File: config.mk
export PLATFORM = sky130hd
export DESIGN_NAME = mmap_fabric
export DESIGN_NICKNAME = d
export VERILOG_FILES = /design/src/rtl/gb_mmap_pkg.sv /design/src/rtl/mmap_tag_pipe.sv /design/src/rtl/mmap_fabric.sv
export SDC_FILE = /design/constraint.sdc
export NUM_CORES = 1
export LEC_CHECK = 0
export ABC_CLOCK_PERIOD_IN_PS = 3550
export BUFFER_PORTS_ARGS = -buffer_cell sky130_fd_sc_hd__buf_2
export CAP_MARGIN = 20
export CORE_AREA = 2 2 70 72
export DETAILED_ROUTE_END_ITERATION = 10
export DIE_AREA = 0 0 72 74
export PLACE_DENSITY = 0.8
export SKIP_LAST_GASP = 1
export SYNTH_ARGS = -nofsm -noshare
export SYNTH_HDL_FRONTEND = slang
export SYNTH_SLANG_ARGS = --single-unit
export TNS_END_PERCENT = 5
File: constraint.sdc
create_clock -name clock -period 3.55 [get_ports clock]
set_input_delay 0.5325 -clock clock [delete_from_list [all_inputs] [get_ports clock]]
set_output_delay 0.5325 -clock clock [all_outputs]
set_load 0.05 [all_outputs]
File: src/rtl/gb_mmap_pkg.sv
// Shared types and limits for the memory-map fabric: channel index width and the
// in-flight load tag carried alongside the slave read latency.
package gb_mmap_pkg;

   localparam int MAX_NCH = 8;
   localparam int MAX_LATENCY = 4;
   localparam logic [7:0] DEFAULT_OPEN_BUS = 8'hFF;

   function automatic int clog2(input int n);
      int w;
      w = 1;
      while ((1 << w) < n) w++;
      return w;
   endfunction

   localparam int CHAN_W = clog2(MAX_NCH);

   typedef struct packed {
      logic              valid;
      logic              hit;
      logic [CHAN_W-1:0] chan_idx;
   } mmap_tag_t;

endpackage

File: src/rtl/mmap_tag_pipe.sv
// Fixed-depth shift register of load tags; the tail lines up with the slave read data.
module mmap_tag_pipe
   import gb_mmap_pkg::*;
#(
   parameter int DEPTH = 2
) (
   input  logic      clock,
   input  logic      resetn,
   input  mmap_tag_t tag_in,
   output mmap_tag_t tag_out
);

   mmap_tag_t tag_p [DEPTH];

   always_ff @(posedge clock or negedge resetn) begin
      if (!resetn) begin
         for (int i = 0; i < DEPTH; i++) tag_p[i] <= '0;
      end else begin
         tag_p[0] <= tag_in;
         for (int i = 1; i < DEPTH; i++) tag_p[i] <= tag_p[i-1];
      end
   end

   assign tag_out = tag_p[DEPTH-1];

endmodule

File: src/rtl/mmap_fabric.sv
// N-channel memory-map fabric: priority decode, offset rebasing, optional request
// register, tagged read return with open-bus fill and a saturating miss counter.
module mmap_fabric
   import gb_mmap_pkg::*;
#(
   parameter int               NCH      = 4,
   parameter logic [NCH*16-1:0] STARTS  = '0,
   parameter logic [NCH*16-1:0] ENDS    = '0,
   parameter int               LATENCY  = 2,
   parameter int               REG_REQ  = 0,
   parameter logic [7:0]       OPEN_BUS = DEFAULT_OPEN_BUS
) (
   input  logic              clock,
   input  logic              resetn,
   input  logic [15:0]       m_address,
   input  logic [7:0]        m_indata,
   input  logic              m_load,
   input  logic              m_store,
   output logic [7:0]        m_outdata,
   output logic              m_valid,
   output logic              m_miss,
   output logic [7:0]        miss_count,
   output logic [NCH*16-1:0] address,
   output logic [NCH*8-1:0]  indata,
   input  logic [NCH*8-1:0]  outdata,
   output logic [NCH-1:0]    load,
   output logic [NCH-1:0]    store
);

   localparam int DEPTH = LATENCY + REG_REQ;

   logic              sel_hit;
   logic [CHAN_W-1:0] sel_idx;
   logic [15:0]       sel_off;
   logic              ld_acc;
   logic              miss_req;
   logic [NCH*16-1:0] addr_c;
   logic [NCH*8-1:0]  indata_c;
   logic [NCH-1:0]    load_c;
   logic [NCH-1:0]    store_c;
   mmap_tag_t         tag_in;
   mmap_tag_t         tag_tail;

   // Descending scan so the lowest-index matching region is the one left standing.
   always_comb begin
      sel_hit = 1'b0;
      sel_idx = '0;
      sel_off = '0;
      for (int i = NCH - 1; i >= 0; i--) begin
         if (m_address >= STARTS[i*16 +: 16] && m_address <= ENDS[i*16 +: 16]) begin
            sel_hit = 1'b1;
            sel_idx = CHAN_W'(i);
            sel_off = m_address - STARTS[i*16 +: 16];
         end
      end
   end

   // A simultaneous load and store is a store; the load gets no response.
   assign ld_acc   = m_load & ~m_store;
   assign miss_req = ~sel_hit & (m_load | m_store);

   always_comb begin
      addr_c   = '0;
      indata_c = '0;
      load_c   = '0;
      store_c  = '0;
      if (sel_hit) begin
         addr_c[int'(sel_idx)*16 +: 16] = sel_off;
         indata_c[int'(sel_idx)*8 +: 8] = m_indata;
         load_c[sel_idx]                = ld_acc;
         store_c[sel_idx]               = m_store;
      end
   end

   // Slave request boundary: either registered (one extra cycle) or pass-through.
   if (REG_REQ != 0) begin : g_req_reg
      always_ff @(posedge clock or negedge resetn) begin
         if (!resetn) begin
            address <= '0;
            indata  <= '0;
            load    <= '0;
            store   <= '0;
         end else begin
            address <= addr_c;
            indata  <= indata_c;
            load    <= load_c;
            store   <= store_c;
         end
      end
   end else begin : g_req_comb
      always_comb begin
         address = resetn ? addr_c   : '0;
         indata  = resetn ? indata_c : '0;
         load    = resetn ? load_c   : '0;
         store   = resetn ? store_c  : '0;
      end
   end

   assign tag_in = '{valid: ld_acc, hit: sel_hit, chan_idx: sel_idx};

   mmap_tag_pipe #(.DEPTH(DEPTH)) u_tag_pipe (
      .clock   (clock),
      .resetn  (resetn),
      .tag_in  (tag_in),
      .tag_out (tag_tail)
   );

   // Response stage: tag tail selects the returning channel or the open-bus value.
   always_comb begin
      m_valid   = tag_tail.valid;
      m_outdata = '0;
      if (tag_tail.valid) begin
         m_outdata = tag_tail.hit ? outdata[int'(tag_tail.chan_idx)*8 +: 8] : OPEN_BUS;
      end
   end

   always_ff @(posedge clock or negedge resetn) begin
      if (!resetn) begin
         m_miss     <= 1'b0;
         miss_count <= '0;
      end else begin
         m_miss <= miss_req;
         if (miss_req && miss_count != 8'hFF) miss_count <= miss_count + 8'd1;
      end
   end

endmodule

==> flow_metrics.env, run 1 <==
export IMPL_status="finished, final reports clean"
export IMPL_die_height_um=74
export IMPL_ctsHoldBuffers=0
export IMPL_tns_ps=0
export IMPL_ctsResizeCount=0
export IMPL_finalMaxSlewViolations=0
export IMPL_antenna_found_initial=0
export IMPL_fillerInstances=494
export IMPL_internal_power_w=0.000375
export IMPL_start_util_pct=32.2
export IMPL_place_hpwl_um=2230
export IMPL_firstDrtPassIters=3
export IMPL_rows=25
export IMPL_ioPinCount=182
export IMPL_synth_area_top_cells="buf_4, dfrtp_1, and3_1, a21boi_1, xnor2_1"
export IMPL_cts_tree="yes"
export IMPL_cp_required_ps=3020
export IMPL_p_clk_share_pct=14.2
export IMPL_avgSynthCellArea_um2=8.92
export IMPL_port_buffers=63
export IMPL_hold_path_class="input pin to asynchronous set/reset pin"
export IMPL_path_max_fanout=11
export IMPL_grt_max_degree=24
export IMPL_leakage_nw=0.980
export IMPL_yosysUniqueCellTypes=22
export IMPL_cts_buffer_depth=2
export IMPL_p_comb_share_pct=60.1
export IMPL_switching_share_pct=59.9
export IMPL_crit_top_cell="buf_2"
export IMPL_yosysSeqAreaShare_pct=22.0
export IMPL_synth_area_leader_cell="buf_4"
export IMPL_cts_buffers=3
export IMPL_critPathKind="input pin to output port"
export IMPL_cts_sinks=13
export IMPL_maxCapViolations=0
export IMPL_fp_dieW_um=72
export IMPL_grt_pass1_wl_um=3570
export IMPL_ys_async_sr_fraction_pct=100
export IMPL_whs_ps=204
export IMPL_nNetsFinal=293
export IMPL_drt_total_wl_um=2510
export IMPL_grt_setup_unrepaired="false"
export IMPL_crit_chain="buf_2 -> nor4_2 -> and4_1 -> and3_1 -> buf_2"
export IMPL_crit_path_max_incr_delay_ps=450
export IMPL_hold_violations=0
export IMPL_final_common_cell="conb_1"
export IMPL_max_freq_mhz=402
export IMPL_ys_ff_latch=13
export IMPL_grt_ovfl_total=0
export IMPL_setup_violations_final=0
export IMPL_synth_edf_count=0
export IMPL_power_total_w=0.000936
export IMPL_worst_slack_ps=1060
export IMPL_switchingPower_w=0.000561
export IMPL_drc=0
export IMPL_worst_setup_path_start_kind="input pin"
export IMPL_cts_clk_slew_worst_paths_ps=60
export IMPL_end_kind="output port"
export IMPL_grt_pass1_vias=789
export IMPL_final_antenna_net_count=0
export IMPL_power_density_mw_per_mm2=606
export IMPL_clock_latency_ps=250
export IMPL_post_place_ws_ps=1030
export IMPL_fin_crit_ps=2490
export IMPL_mostFrequentLayoutCells="conb_1, buf_2, and3_1, dfrtp_1"
export IMPL_p_seq_share_pct=25.7
export IMPL_drt_iter0_markers=21
export IMPL_fp_dieArea_mm2=0.00533
export IMPL_synth_top_flop_cell="dfrtp_1"
export IMPL_fin_crit_sh_pct=70.0
export IMPL_skew_ps=7.32
export IMPL_routed_via_density=3.52
export IMPL_wire_per_inst_um=8.79
export IMPL_cts_setup_buffers=0
export IMPL_yosys_area_top_type_share_pct=48.2
export IMPL_areaGrowthSynthToFinish_pct=4.40
export IMPL_n_antenna_cell=0
export IMPL_place_congestion=0.669
export IMPL_core_mm2=0.00460
export IMPL_clock_root_buffer="clkbuf_8"
export IMPL_cts_htree_levels=1
export IMPL_syn_area_mm2=0.00148
export IMPL_ys_warn_count=0
export IMPL_worstPathArrival_ps=1950
export IMPL_synth_cells=166
export IMPL_drive_above_1_share_pct=31.6
export IMPL_slowest_stage="and4_1"
export IMPL_irDropWorstVdd_mv=0.511
export IMPL_grtUsageTotal_pct=8.50
export IMPL_vias=1004
-- synth_stat cells (all sizes together) (2+ instances only) --
| cell type | n |
|---|---|
| nand4 | 3 |
| inv | 8 |
| nor2b | 2 |
| and3 | 13 |
| buf | 95 |
| a21boi | 8 |
| mux2 | 2 |
| dfrtp | 13 |
| a41oi | 2 |
| nand3 | 3 |
| nor4 | 4 |
| xnor2 | 5 |
-- flip-flops by register name, summed over array words and instances, names as in the netlist --
signal,flops
miss_count,8
m_miss,1
u_tag_pipe.tag_p,2
u_tag_pipe.tag_out,2
-- layout make-up --
cell class	count	area [um2]	share of cell area, %
clock buffers	3	41.3	2.67
inverters	8	30.0	1.94
multi-input cells	143	761	49.2
flip-flops and latches	13	325	21.1
clock inverters	1	5.00	0.324
repair buffers	63	315	20.4
well taps	54	67.6	4.37
-- layer usage --
layer	up-vias	wire, um	GRT usage (%)
met3	3	249	2.17
li1	483	-	-
met4	0	31	3.14
met2	74	1290	14.1
met1	444	935	10.7
met5	-	0	0
-- metrics by stage --
step,cells,cell area [um2],util (%)
finish,285,1550,33.6
CTS,285,1550,33.6
global route,285,1550,33.6
detailed placement,281,1500,32.6
global placement,281,1500,32.6
floorplan,259,1830,-
-- logic make-up (layout without fill, tap and decap cells) --
| logic type | after synthesis | in the layout | synth area share (%) |
|---|---|---|---|
| flops | 13 | 13 | 22.0 |
| buf+inv | 103 | 75 | 50.2 |
| compound gates | 11 | 11 | 6.93 |
| simple gates | 30 | 30 | 15.3 |
| xor+xnor | 5 | 5 | 2.96 |
| mux | 2 | 2 | 1.52 |
| other cells | 1 | 94 | 0.253 |
| fa+ha+maj | 1 | 1 | 0.845 |
-- power by group through the flow --
stage                     sequential (W)  clock, W  combinational [W]
final                           0.000241  0.000132           0.000563
after global routing            0.000247  0.000140           0.000595
after global placement          0.000239         0           0.000554
after floorplan                 0.000382         0           0.000404
after CTS                       0.000239  0.000135           0.000564
after detailed placement        0.000240         0           0.000565
-- final timing paths --
| kind | startpoint | to | slack [ps] | cells past startpoint |
|---|---|---|---|---|
| max in group asynchronous | resetn | miss_count[3] | 3050 | 1 |
| min in group clock | u_tag_pipe.tag_p[8] | u_tag_pipe.tag_out[3] | 350 | 0 |
| hold / removal | resetn | miss_count[1] | 200 | 1 |
| hold reg to reg | u_tag_pipe.tag_p[8] | u_tag_pipe.tag_out[3] | 350 | 0 |
| setup reg to reg | miss_count[0] | miss_count[1] | 1900 | 5 |
| setup / recovery | m_address[3] | indata[5] | 1060 | 5 |
-- worst max-delay path: cells and delay by family --
| kind | cells | cell delay, ps |
|---|---|---|
| AND/OR/NAND/NOR | 3 | 1060 |
| buffers and inverters | 2 | 360 |
Power figures use the tool's default switching activity.
==> inputs of run 2 (changes only) <==
Settings changed: ABC_CLOCK_PERIOD_IN_PS 3550 to 2400, CORE_AREA 2 2 70 72 to unset, CORE_MARGIN set to 2, CORE_UTILIZATION set to 33, DIE_AREA 0 0 72 74 to unset, PLACE_DENSITY 0.8 to 0.82.
Clock period 3.55 ns to 2.4 ns, I/O delays scaled along.
==> run 2 against run 1 <==
Worst setup slack worse by 820 ps. Global-route usage increased by 0.88 points. Sequential power is 48% higher. Final area up 1.2%. Via count grew 4.0%. Count of clock-buffer cells in the layout grew 1. Power is 47% higher. Register-to-register slack got worse by 1100 ps. Non-clock buffer count up 3.
==> flow_metrics.env, run 2 (synthesized netlist as in run 1, its figures left out) <==
export IMPL_seq_area_um2=325
export IMPL_timing_rr_end="miss_count[1]"
export IMPL_cts_sinks=13
export IMPL_mostFrequentLayoutCells="conb_1, buf_2, and3_1, dfrtp_1"
export IMPL_end_kind="output port"
export IMPL_irDropWorstVdd_mv=0.809
export IMPL_cts_tree="yes"
export IMPL_place_hpwl_um=2290
export IMPL_cts_buffers=3
export IMPL_cp_depth=5
export IMPL_largest_register_ffs=8
export IMPL_cp_num_buf_inv=2
export IMPL_areaGrowthSynthToFinish_pct=5.66
export IMPL_clock_latency_ps=240
export IMPL_crit_chain="buf_2 -> nor4_4 -> and4_1 -> and3_1 -> buf_2"
export IMPL_vias=1044
export IMPL_cp_required_ps=2040
export IMPL_clock_root_buffer="clkbuf_8"
export IMPL_fp_dieArea_mm2=0.00504
export IMPL_routed_via_density=3.65
export IMPL_finalMaxSlewViolations=0
export IMPL_final_util_pct=36.2
export IMPL_worstPathArrival_ps=1800
export IMPL_fp_dieW_um=71.0
export IMPL_r2r_slack_ps=760
export IMPL_fin_area_mm2=0.00156
export IMPL_hold_violations=0
export IMPL_wire_per_inst_um=9.20
export IMPL_slowest_stage="and4_1"
export IMPL_ctsResizeCount=0
export IMPL_grt_ovfl_total=0
export IMPL_path_delay_family="simple AND/OR/NAND/NOR gates"
export IMPL_die_height_um=71.0
export IMPL_final_antenna_net_count=0
export IMPL_setup_violations_final=0
export IMPL_grtUsageTotal_pct=9.38
export IMPL_tns_ps=0
export IMPL_firstDrtPassIters=4
export IMPL_fillerInstances=473
export IMPL_skew_ps=3.31
export IMPL_grt_max_degree=19
export IMPL_ioPinCount=182
export IMPL_final_common_cell="conb_1"
export IMPL_start_util_pct=34.2
export IMPL_cts_buffer_depth=2
export IMPL_status="finished, final reports clean"
export IMPL_post_dp_cell_area_mm2=0.00152
export IMPL_multi_input_area_um2=761
export IMPL_worstRegToRegCells=5
export IMPL_crit_top_cell="buf_2"
export IMPL_fin_crit_ps=2160
export IMPL_cts_clk_slew_worst_paths_ps=50
export IMPL_n_antenna_cell=0
export IMPL_core_mm2=0.00432
export IMPL_place_congestion=0.650
export IMPL_cts_htree_levels=1
export IMPL_maxCapViolations=0
export IMPL_top_register="miss_count"
export IMPL_critPathKind="input pin to output port"
export IMPL_crit_path_max_incr_delay_ps=510
export IMPL_drc=0
export IMPL_drive_above_1_share_pct=32.1
export IMPL_drt_iter0_markers=13
export IMPL_worst_setup_path_start_kind="input pin"
export IMPL_grt_pass1_vias=814
export IMPL_grt_pass1_wl_um=3840
export IMPL_cts_setup_buffers=0
export IMPL_max_freq_mhz=463
export IMPL_nNetsFinal=296
export IMPL_hold_path_class="input pin to asynchronous set/reset pin"
export IMPL_path_max_fanout=11
export IMPL_grt_setup_unrepaired="false"
export IMPL_ctsHoldBuffers=0
export IMPL_antenna_found_initial=0
export IMPL_power_density_mw_per_mm2=882
export IMPL_drt_total_wl_um=2630
export IMPL_r2r_start="miss_count[0]"
export IMPL_rows=24
export IMPL_port_buffers=63
export IMPL_fin_crit_sh_pct=89.9
export IMPL_leakage_nw=0.993
[run 2: cell count changes in the layout (fill, tap and decap cells not counted), sizes merged]
cell | previous run | this run
clkbuf | 3 | 4
clkinv | 1 | 0
buf | 63 | 66
[run 2: layout make-up]
type | instances | share of cell area [%]
clock buffer | 4 | 2.88
multi-input combinational | 143 | 48.6
inverter | 8 | 1.92
timing repair buffer | 66 | 21.6
sequential | 13 | 20.8
tap | 52 | 4.16
[run 2: worst reg2reg max path, cell delays in order (launching register included)]
cell     delay [ps]
dfrtp_1         400
ha_1            180
and2_1          210
nand4_1         250
nand2_2         160
mux2_1          320
[run 2: routing by layer]
layer,share of wire (%),global-route usage [%]
met2,53,17.3
met1,37,11.1
met4,0.30,2.52
met3,9.7,1.71
met5,0,0
[run 2: worst max path at each step]
| stage | startpoint | endpoint | slack, ps |
|---|---|---|---|
| 5_1_grt | m_address[11] | indata[6] | 140 |
| 3_5_place_dp | m_address[11] | indata[1] | 250 |
| 6_report | m_address[11] | indata[6] | 240 |
| 3_3_place_gp | m_address[11] | load[0] | 260 |
| 4_1_cts | m_address[11] | indata[4] | 240 |
| 2_1_floorplan | m_address[8] | indata[0] | 480 |
[run 2: stage by stage]
| stage | power, W | cells | setup WS (ps) | hold WS [ps] |
|---|---|---|---|---|
| floorplan | 0.00116 | 259 | 475 | 64.4 |
| global placement | 0.00118 | 282 | 258 | 271 |
| detailed placement | 0.00119 | 282 | 246 | 275 |
| CTS | 0.00138 | 286 | 245 | 19.9 |
| global route | 0.00144 | 286 | 142 | 35.7 |
| finish | 0.00138 | 286 | 242 | 9.39 |
[run 2: where the power goes]
| group | leakage (nW) | internal [W] | switching, W | total, W |
|---|---|---|---|---|
| clock network | 0.0228 | 0.000117 | 0.0000713 | 0.000188 |
| logic | 0.808 | 0.000156 | 0.000680 | 0.000835 |
| registers | 0.162 | 0.000285 | 0.0000707 | 0.000356 |
| total | 0.993 | 0.000558 | 0.000821 | 0.00138 |
